[src/rtl/r2_prod_round.sv]
// r2_prod_round: normalize, round and pack a 24x24 radix-2 mantissa product into single precision.
// Latency: 2 cycles from input handshake to o_valid (S1 normalize, S2 round/pack), one result per cycle.
// Backpressure: elastic; a stage advances when empty or when the stage after it advances; o_ready is combinational.
//
// Ports:
//   i_clk, i_rst                  clock, asynchronous active-high reset
//   i_valid/o_ready               input handshake for i_product, i_exp_a, i_exp_b, i_sign
//   o_valid/i_ready               output handshake for o_sign, o_exp, o_mant and the status flags
//   o_overflow/underflow/inexact  status flags, meaningful only while o_valid=1
// Configuration: define R2_PROD_ROUND_RNE_EN for round-to-nearest-even; otherwise the mantissa is truncated.
module r2_prod_round #(
  parameter int BIAS = 127
) (
  input  logic        i_clk,
  input  logic        i_rst,
  input  logic        i_valid,
  output logic        o_ready,
  input  logic [47:0] i_product,
  input  logic [7:0]  i_exp_a,
  input  logic [7:0]  i_exp_b,
  input  logic        i_sign,
  output logic        o_valid,
  input  logic        i_ready,
  output logic        o_sign,
  output logic [7:0]  o_exp,
  output logic [22:0] o_mant,
  output logic        o_overflow,
  output logic        o_underflow,
  output logic        o_inexact
);

  localparam logic [9:0] BIAS_W = 10'(BIAS);

  // Handshake
  logic adv1, adv2;

  // Stage 1 (normalized product)
  logic        s1_valid_q, s1_valid_d;
  logic        s1_sign_q,  s1_sign_d;
  logic        s1_zero_q,  s1_zero_d;
  logic [22:0] s1_mant_q,  s1_mant_d;
  logic        s1_g_q,     s1_g_d;
  logic        s1_s_q,     s1_s_d;
  logic [9:0]  s1_exp_q,   s1_exp_d;   // two's complement, never wraps for 8-bit inputs

  // Stage 2 (packed result, drives the outputs directly)
  logic        s2_valid_q, s2_valid_d;
  logic        s2_sign_q,  s2_sign_d;
  logic [7:0]  s2_exp_q,   s2_exp_d;
  logic [22:0] s2_mant_q,  s2_mant_d;
  logic        s2_ovf_q,   s2_ovf_d;
  logic        s2_unf_q,   s2_unf_d;
  logic        s2_inx_q,   s2_inx_d;

  // Rounding datapath
  logic        round_inc;
  logic [23:0] mant_sum;
  logic [9:0]  exp_r;

  assign adv2    = ~s2_valid_q | i_ready;
  assign adv1    = ~s1_valid_q | adv2;
  assign o_ready = adv1;

  // S1: pick the leading-one position (bit 47 or 46) and split off guard and sticky.
  always_comb begin
    s1_valid_d = s1_valid_q;
    s1_sign_d  = s1_sign_q;
    s1_zero_d  = s1_zero_q;
    s1_mant_d  = s1_mant_q;
    s1_g_d     = s1_g_q;
    s1_s_d     = s1_s_q;
    s1_exp_d   = s1_exp_q;
    if (adv1) begin
      s1_valid_d = i_valid;
      if (i_valid) begin
        s1_sign_d = i_sign;
        s1_zero_d = (i_product == 48'd0);
        s1_exp_d  = {2'b00, i_exp_a} + {2'b00, i_exp_b} - BIAS_W + {9'd0, i_product[47]};
        if (i_product[47]) begin
          s1_mant_d = i_product[46:24];
          s1_g_d    = i_product[23];
          s1_s_d    = |i_product[22:0];
        end else begin
          s1_mant_d = i_product[45:23];
          s1_g_d    = i_product[22];
          s1_s_d    = |i_product[21:0];
        end
      end
    end
  end

  // S2: round, absorb a mantissa carry into the exponent, then clamp to the representable range.
  always_comb begin
`ifdef R2_PROD_ROUND_RNE_EN
    round_inc = s1_g_q & (s1_s_q | s1_mant_q[0]);
`else
    round_inc = 1'b0;
`endif
    // An all-ones mantissa rolling over leaves mant_sum[22:0]=0 and carries into the exponent.
    mant_sum = {1'b0, s1_mant_q} + {23'd0, round_inc};
    exp_r    = s1_exp_q + {9'd0, mant_sum[23]};

    s2_valid_d = s2_valid_q;
    s2_sign_d  = s2_sign_q;
    s2_exp_d   = s2_exp_q;
    s2_mant_d  = s2_mant_q;
    s2_ovf_d   = s2_ovf_q;
    s2_unf_d   = s2_unf_q;
    s2_inx_d   = s2_inx_q;
    if (adv2) begin
      s2_valid_d = s1_valid_q;
      if (s1_valid_q) begin
        s2_sign_d = s1_sign_q;
        s2_exp_d  = exp_r[7:0];
        s2_mant_d = mant_sum[22:0];
        s2_ovf_d  = 1'b0;
        s2_unf_d  = 1'b0;
        s2_inx_d  = s1_g_q | s1_s_q;
        if (s1_zero_q) begin
          s2_exp_d  = 8'd0;
          s2_mant_d = 23'd0;
          s2_inx_d  = 1'b0;
        end else if ($signed(exp_r) >= 10'sd255) begin
          s2_exp_d  = 8'd255;
          s2_mant_d = 23'd0;
          s2_ovf_d  = 1'b1;
        end else if ($signed(exp_r) <= 10'sd0) begin
          // Flush to zero: the discarded value is always lost, so the result is inexact.
          s2_exp_d  = 8'd0;
          s2_mant_d = 23'd0;
          s2_unf_d  = 1'b1;
          s2_inx_d  = 1'b1;
        end
      end
    end
  end

  always_ff @(posedge i_clk or posedge i_rst) begin
    if (i_rst) begin
      s1_valid_q <= 1'b0;
      s1_sign_q  <= 1'b0;
      s1_zero_q  <= 1'b0;
      s1_mant_q  <= 23'd0;
      s1_g_q     <= 1'b0;
      s1_s_q     <= 1'b0;
      s1_exp_q   <= 10'd0;
      s2_valid_q <= 1'b0;
      s2_sign_q  <= 1'b0;
      s2_exp_q   <= 8'd0;
      s2_mant_q  <= 23'd0;
      s2_ovf_q   <= 1'b0;
      s2_unf_q   <= 1'b0;
      s2_inx_q   <= 1'b0;
    end else begin
      s1_valid_q <= s1_valid_d;
      s1_sign_q  <= s1_sign_d;
      s1_zero_q  <= s1_zero_d;
      s1_mant_q  <= s1_mant_d;
      s1_g_q     <= s1_g_d;
      s1_s_q     <= s1_s_d;
      s1_exp_q   <= s1_exp_d;
      s2_valid_q <= s2_valid_d;
      s2_sign_q  <= s2_sign_d;
      s2_exp_q   <= s2_exp_d;
      s2_mant_q  <= s2_mant_d;
      s2_ovf_q   <= s2_ovf_d;
      s2_unf_q   <= s2_unf_d;
      s2_inx_q   <= s2_inx_d;
    end
  end

  assign o_valid     = s2_valid_q;
  assign o_sign      = s2_sign_q;
  assign o_exp       = s2_exp_q;
  assign o_mant      = s2_mant_q;
  assign o_overflow  = s2_ovf_q;
  assign o_underflow = s2_unf_q;
  assign o_inexact   = s2_inx_q;

endmodule

[config.mk]
export PLATFORM = sky130hd
export DESIGN_NAME = r2_prod_round
export DESIGN_NICKNAME = d
export VERILOG_FILES = /design/src/rtl/r2_prod_round.sv
export SDC_FILE = /design/constraint.sdc
export NUM_CORES = 1
export LEC_CHECK = 0
export ABC_AREA = 1
export CAP_MARGIN = 15
export CORE_MARGIN = 4
export CORE_UTILIZATION = 35
export DETAILED_ROUTE_END_ITERATION = 6
export GPL_ROUTABILITY_DRIVEN = 0
export GPL_TIMING_DRIVEN = 0
export HOLD_SLACK_MARGIN = 0.03
export PLACE_DENSITY = 0.67
export SETUP_SLACK_MARGIN = 0.5
export SLEW_MARGIN = 20
export SYNTH_ARGS = -nofsm -noshare
export SYNTH_HDL_FRONTEND = slang
export SYNTH_SLANG_ARGS = --single-unit
[constraint.sdc]
create_clock -name i_clk -period 2.78 [get_ports i_clk]
set_input_delay 0.556 -clock i_clk [delete_from_list [all_inputs] [get_ports i_clk]]
set_output_delay 0.556 -clock i_clk [all_outputs]
set_load 0.02 [all_outputs]
==> results of run 1 <==
[per-layer routing]
layer | up-vias | part of all wire | wire (microns) | GRT usage
met5 | - | 0 | 0 | 0
met4 | 0 | 0.020 | 213 | 0.0626
met3 | 17 | 0.067 | 706 | 0.0353
met2 | 116 | 0.48 | 5080 | 0.270
met1 | 1767 | 0.43 | 4540 | 0.208
li1 | 1906 | - | - | -
[layout make-up]
class | instances | area [sq um] | share of cell area
flip-flops and latches | 74 | 1850 | 0.325
multi-input cells | 367 | 1850 | 0.324
repair buffers | 108 | 1090 | 0.192
clock buffers | 11 | 243 | 0.0426
inverters | 47 | 185 | 0.0325
plain buffers | 24 | 180 | 0.0316
well taps | 140 | 175 | 0.0307
clock inverters | 5 | 125 | 0.0219
[cells by family (layout without fill, tap and decap cells)]
group,count (synthesis),after routing,share of synthesized area
mux,1,1,0.00282
compound gates,35,35,0.0511
buf+inv,71,195,0.0853
xor+xnor,2,2,0.00439
fa+ha+maj,17,17,0.0552
flops,74,74,0.464
simple gates,312,312,0.337
[sequential cells by signal (all words and copies together), names as in the netlist, 8 cells and up]
name,cells
s1_exp_q,10
s1_mant_q,23
o_mant,23
o_exp,8
[metrics by stage]
step,hold slack [ns],std cells
after CTS,0.481,774
after global placement,0.459,756
final,0.477,776
after detailed placement,0.466,758
after global routing,0.506,776
after floorplan,0.444,512
[cell usage in the layout (no fill, tap or decap), types with 3 or more instances in the layout]
master	instances
nand2_1	176
clkdlybuf4s50_1	103
dfrtp_1	74
nor2_1	57
inv_1	41
nand4_1	32
nand3_1	30
a31oi_1	23
ha_1	14
buf_2	9
clkbuf_16	9
buf_6	8
o21ai_0	6
clkbuf_1	5
nand3_2	4
buf_4	4
bufinv_16	4
nand2_2	3
inv_2	3
a21oi_1	3
[critical path, cell delays in order]
cell and delay [ns]:
clkdlybuf4s50_1 0.47, inv_2 0.04, ha_4 0.21, inv_4 0.05, ha_4 0.13, inv_2 0.04
fa_2 0.38, o21ai_4 0.20, nand2_1 0.08, xor2_1 0.16, o21ai_1 0.10
[worst max path at each step]
| stage | start | end | slack, ns | depth (start not counted) |
|---|---|---|---|---|
| 2_1_floorplan | i_product[47] | s1_exp_q[8]$_DFFE_PP0P_ | 0.53 | 14 |
| 5_1_grt | i_exp_b[0] | s1_exp_q[4]$_DFFE_PP0P_ | 0.50 | 11 |
| 4_1_cts | i_exp_b[0] | s1_exp_q[4]$_DFFE_PP0P_ | 0.51 | 11 |
| 3_5_place_dp | i_exp_b[0] | s1_exp_q[4]$_DFFE_PP0P_ | 0.17 | 11 |
| 6_report | i_exp_b[0] | s1_exp_q[4]$_DFFE_PP0P_ | 0.56 | 11 |
| 3_3_place_gp | i_exp_b[0] | s1_exp_q[8]$_DFFE_PP0P_ | 0.20 | 13 |
[power groups by stage]
stage	clock network, mW	registers [mW]	logic [mW]
final	1.42	1.56	1.50
after global routing	1.48	1.61	1.64
after CTS	1.43	1.56	1.51
after detailed placement	0	1.58	1.50
after global placement	0	1.57	1.47
after floorplan	0	1.78	0.583
[timing repair]
action | 4_1_cts | 5_1_grt
pin swaps | 0 | 4
resized for setup | 1 | 8
buffers inserted | 0 | 2
setup endpoints to repair | 1 | 3
==> impl_results.md, run 1 <==
* Outcome: finished clean
* RSZ-0062 raised after global routing: no
* Slew margin rel. at 0.684
* Initial antenna violation count at 0
* Total number of vias at between 3,000 and 4,000
* Gr usage total at 0.163
* Reg2Reg Depth at 6
* Hold Startpoint: o_mant[5]$_DFFE_PP0P_
* FP Rows at 38
* Synth top area share at 0.464
* Mapped Cells at 512
* Crit path launch type: input pin
* Design area at 0.00570 sq mm
* Detailed Routing Iterations Pass 1 at 4
* Final Setup Violations at 0
* Critical path arrival at 2.43 ns
* TritonCTS Buffers at 9
* Combinational Power Share at 0.335
* P_leak at 2.73 nW
* Worst slack at placement at 0.166 ns
* Synth area leader: dfrtp_1
* Via density at 4.90
* Most frequent cell after synthesis: nand2_1
* Ranking of synthesized cells by area: dfrtp_1 46%, nand2_1 17%, nor2_1 5.4%
* Slew @ Worst Pin at 0.475 ns
* FILL cells at 1,057
* Clk buf depth at 2
* Area Overhead vs Synth at 42.9%
* CP Data Required Time at 2.99 ns
* H-tree depth at 3
* Final worst slack at 0.563 ns
* Syn Nets at 598
* Setup slack, reg-to-reg at 1.38 ns
* Clock sink count at 74
* R2R Path End: o_mant[11]$_DFFE_PP0P_
* Crit path kind: input pin to flop
* Crit. End Element: flop
* Hold Fails Final Rpt at 0
* Clk Tree Root Cell: clkbuf_16
* First-pass GRT wire length at ~17 mm
* Post-synth cell types at 28
* Setup Skew at 0.00467 ns
* Post-synthesis cell area at 0.00399 sq mm
* Period minus WS final at 2.22 ns
* DIE WIDTH at 115 microns
* Fraction of layout cells with a size suffix above 1 at 0.0975
* Worst vdd ir at 0.440 mV
* Die area at approximately 0.013 sq mm
* Routed wire length at 10.5 mm
* Vias in the first global route at 3,723
* Cell Int Power at 3.06 mW
* Synth top cells by count: 176 x nand2_1, 74 x dfrtp_1, 57 x nor2_1
* Initial core utilization at 0.363
* Max-slew violations at 0
* Flops & latches, synth at 74
* Post-synthesis sequential area ratio at 0.464
* Reg2reg start: o_valid$_DFFE_PP0P_
* DPL Wire Length at roughly 8.1 mm
* Critical path fanouts, max at 3
* Worst-Skew Late Latency at 0.33 ns
* Top FF cell, synth: dfrtp_1
* Die height at 115 microns
* Tcrit/Tclk final at 0.797
* Global route overflow at 0
* Synth Warn # at 0
* Clk pwr share at 0.317
* IO buf count at roughly 100
* Nets at 717
* TritonCTS clock tree: done
* I/O pin cnt at 106
* Clock transition at the registers of the reported paths at 0.06 ns
* Hold path cells at 2
* Final core occ at 0.519
* DRC viols at 0
* Psw at ~1.4 mW
* # hold bufs at CTS at 0
* Min-Delay Path Class: flop to flop
* DRT iter0 DRCs at 206
* PwrDens at 788 mW/mm^2
* Cell area after placement at 0.00529 sq mm
* Max Cap Viol at 0
* Largest net degree at the start of global routing at 36
* Ys async rst share at 1.00
* Setup TNS at 0 ns
* Fmax at 451 MHz
* Total Power at 4.49 mW
* Sw Ratio at 0.319
* Syn avg cell area at 7.80 sq um
* Endpoint, Worst Hold: o_mant[5]$_DFFE_PP0P_
* Ant. Diodes at 0
* Post-synth EDFFs at 0
* Core box area at around 0.011 sq mm
* WL/cell at 13.6 microns
* Antenna viol nets, final at 0
* Share of power burned in registers at 0.348
(Power assumes the default switching activity.)
==> run 2, diff against run 1 <==
--- a/config.mk
+++ b/config.mk
@@ -13,7 +13,7 @@
 export GPL_ROUTABILITY_DRIVEN = 0
 export GPL_TIMING_DRIVEN = 0
 export HOLD_SLACK_MARGIN = 0.03
-export PLACE_DENSITY = 0.67
+export PLACE_DENSITY = 0.69
 export SETUP_SLACK_MARGIN = 0.5
 export SLEW_MARGIN = 20
 export SYNTH_ARGS = -nofsm -noshare
==> constraint.sdc (replaced) <==
create_clock -name i_clk -period 2 [get_ports i_clk]
set_input_delay 0.4 -clock i_clk [delete_from_list [all_inputs] [get_ports i_clk]]
set_output_delay 0.4 -clock i_clk [all_outputs]
set_load 0.02 [all_outputs]
==> impl_results.md, run 2 (synthesized netlist as in run 1, its figures left out) <==
* Outcome: finished clean
* Critical path arrival at 1.97 ns (-0.46 ns)
* DIE WIDTH at 115 microns (unchanged)
* TritonCTS clock tree: done
* Ant. Diodes at 0 (unchanged)
* Max Cap Viol at 0 (unchanged)
* Design area at 0.00599 sq mm (+5.0%)
* Fmax at ~580 MHz
* Setup Skew at 0.00702 ns (+0.00235 ns)
* # hold bufs at CTS at 0 (unchanged)
* Antenna viol nets, final at 0 (unchanged)
* Largest net degree at the start of global routing at 32 (-11%)
* Clock transition at the registers of the reported paths at 0.06 ns (about the same)
* Reg2reg start: o_valid$_DFFE_PP0P_
* Reg2Reg Depth at 6 (unchanged)
* Vias in the first global route at 3,989 (+7.1%)
* Final Setup Violations at 0 (unchanged)
* Worst vdd ir at 0.549 mV (+25%)
* Slew margin rel. at 0.666 (-0.0178)
* IO buf count at 104 (unchanged)
* WL/cell at 14.8 microns (+8.7%)
* Cell area after placement at 0.00532 sq mm (+0.61%)
* Total number of vias at 3,903 (+2.5%)
* DRC viols at 0 (unchanged)
* Clk Tree Root Cell: clkbuf_16
* Nets at 730 (+1.8%)
* FP Rows at 38 (unchanged)
* Crit path launch type: input pin
* Gr usage total at 0.182 (+0.0189)
* Global route overflow at 0 (unchanged)
* I/O pin cnt at 106 (unchanged)
* Most frequent cells in the layout: 163 x nand2_1, 74 x dfrtp_1, 54 x nor2_1
* Die area at 0.0132 sq mm (unchanged)
* R2R Path End: o_mant[11]$_DFFE_PP0P_
* Clk buf depth at 2 (unchanged)
* Setup slack, reg-to-reg at 0.61 ns (-0.77 ns)
* Worst-Skew Late Latency at 0.34 ns (about the same)
* Period minus WS final at roughly 1.7 ns
* DRT iter0 DRCs at 206 (unchanged)
* Setup TNS at 0 ns (unchanged)
* Total Power at 6.06 mW (+35%)
* Crit. End Element: flop
* Detailed Routing Iterations Pass 1 at 5 (+1)
* H-tree depth at 3 (unchanged)
* CP startpoint: i_product[47]
* P_leak at 2.91 nW (+6.8%)
* TritonCTS Buffers at 9 (unchanged)
* Fraction of layout cells with a size suffix above 1 at 0.185 (+0.0874)
* Area Overhead vs Synth at 50.1%
* Core box area at 0.0110 sq mm (unchanged)
* Hold Fails Final Rpt at 0 (unchanged)
* Tcrit/Tclk final at 0.867
* Routed wire length at 11.6 mm (+11%)
* RSZ-0062 raised after global routing: yes
* Initial antenna violation count at 0 (unchanged)
* First-pass GRT wire length at 19.1 mm (+11%)
* Crit path kind: input pin to flop
* Setup crit end: s1_exp_q[6]$_DFFE_PP0P_
* CP Data Required Time at 2.23 ns (-0.76 ns)
* DPL Wire Length at 8.44 mm (+3.8%)
* Die height at 115 microns (unchanged)
* Initial core utilization at 0.363 (unchanged)
* Most common cell after layout, fill and taps aside: nand2_1
* Clock sink count at 74 (unchanged)
* PwrDens at 1010 mW/mm^2 (+28%)
* Critical path fanouts, max at 3 (unchanged)
* Final core occ at 0.545 (+0.0262)
* Via density at 4.95 (+0.86%)
* Min-Delay Path Class: input pin to async pin
* Slew @ Worst Pin at 0.501 ns (+0.0267 ns)
* Max-slew violations at 0 (unchanged)
run 2: changes by cell type in the layout (fill, tap and decap cells not counted), moves of 10 or more:
cell | previous run | this run
clkdlybuf4s50_1 | 103 | 50
dlygate4sd2_1 | 1 | 49
ha_1 | 14 | 1
ha_4 | 2 | 15
nand2_1 | 176 | 163
buf_4 | 4 | 16
nand2_2 | 3 | 13
run 2: what timing repair did:
item / 4_1_cts / 5_1_grt
buffers inserted: 14 / 1
gates resized for setup: 109 / 10
pin swaps: 39 / 18
endpoints found under the setup margin: 52 / 11
run 2: power breakdown:
group,internal (mW),switching [mW]
registers,1.90,0.262
logic,0.877,1.21
clock network,1.19,0.616
run 2: cell type report:
type | count | area [sq um]
clock inverter | 4 | 72.6
tap | 140 | 175
buffer | 24 | 191
multi-input combinational | 367 | 2110
clock buffer | 12 | 267
timing repair buffer | 121 | 1130
inverter | 47 | 190
fill | 1033 | 4990
sequential | 74 | 1850
run 2: how the worst min path moves through the flow:
stage / end / slack, ns / cells past startpoint
CTS: o_exp[4]$_DFFE_PP0P_ / 0.42 / 2
detailed placement: s1_s_q$_DFFE_PP0P_ / 0.46 / 2
finish: o_exp[4]$_DFFE_PP0P_ / 0.41 / 2
floorplan: s1_s_q$_DFFE_PP0P_ / 0.44 / 2
global placement: s1_sign_q$_DFFE_PP0P_ / 0.46 / 2
global route: o_exp[6]$_DFFE_PP0P_ / 0.45 / 2
run 2: metrics by stage:
stage,std cells,setup WS [ns],hold slack [ns]
6_report,789,0.265,0.410
5_1_grt,789,0.187,0.452
4_1_cts,788,0.250,0.423
3_3_place_gp,756,-0.404,0.460
3_5_place_dp,758,-0.427,0.461
2_1_floorplan,512,-0.0463,0.444
run 2: critical path, cell delays in order:
cell	delay, ns
buf_12	0.11
inv_8	0.05
buf_8	0.09
ha_4	0.18
inv_2	0.06
ha_4	0.12
inv_2	0.04
fa_2	0.38
o21ai_4	0.19
nand3_2	0.11
nand2_2	0.07
nand2_1	0.05
nand3_1	0.07
nand2_1	0.05
run 2: metal layers:
layer,track usage,vias up,share of wire
li1,-,1934,-
met1,0.233,1839,0.43
met2,0.302,109,0.49
met3,0.0379,21,0.064
met4,0.0704,0,0.022
met5,0,-,0
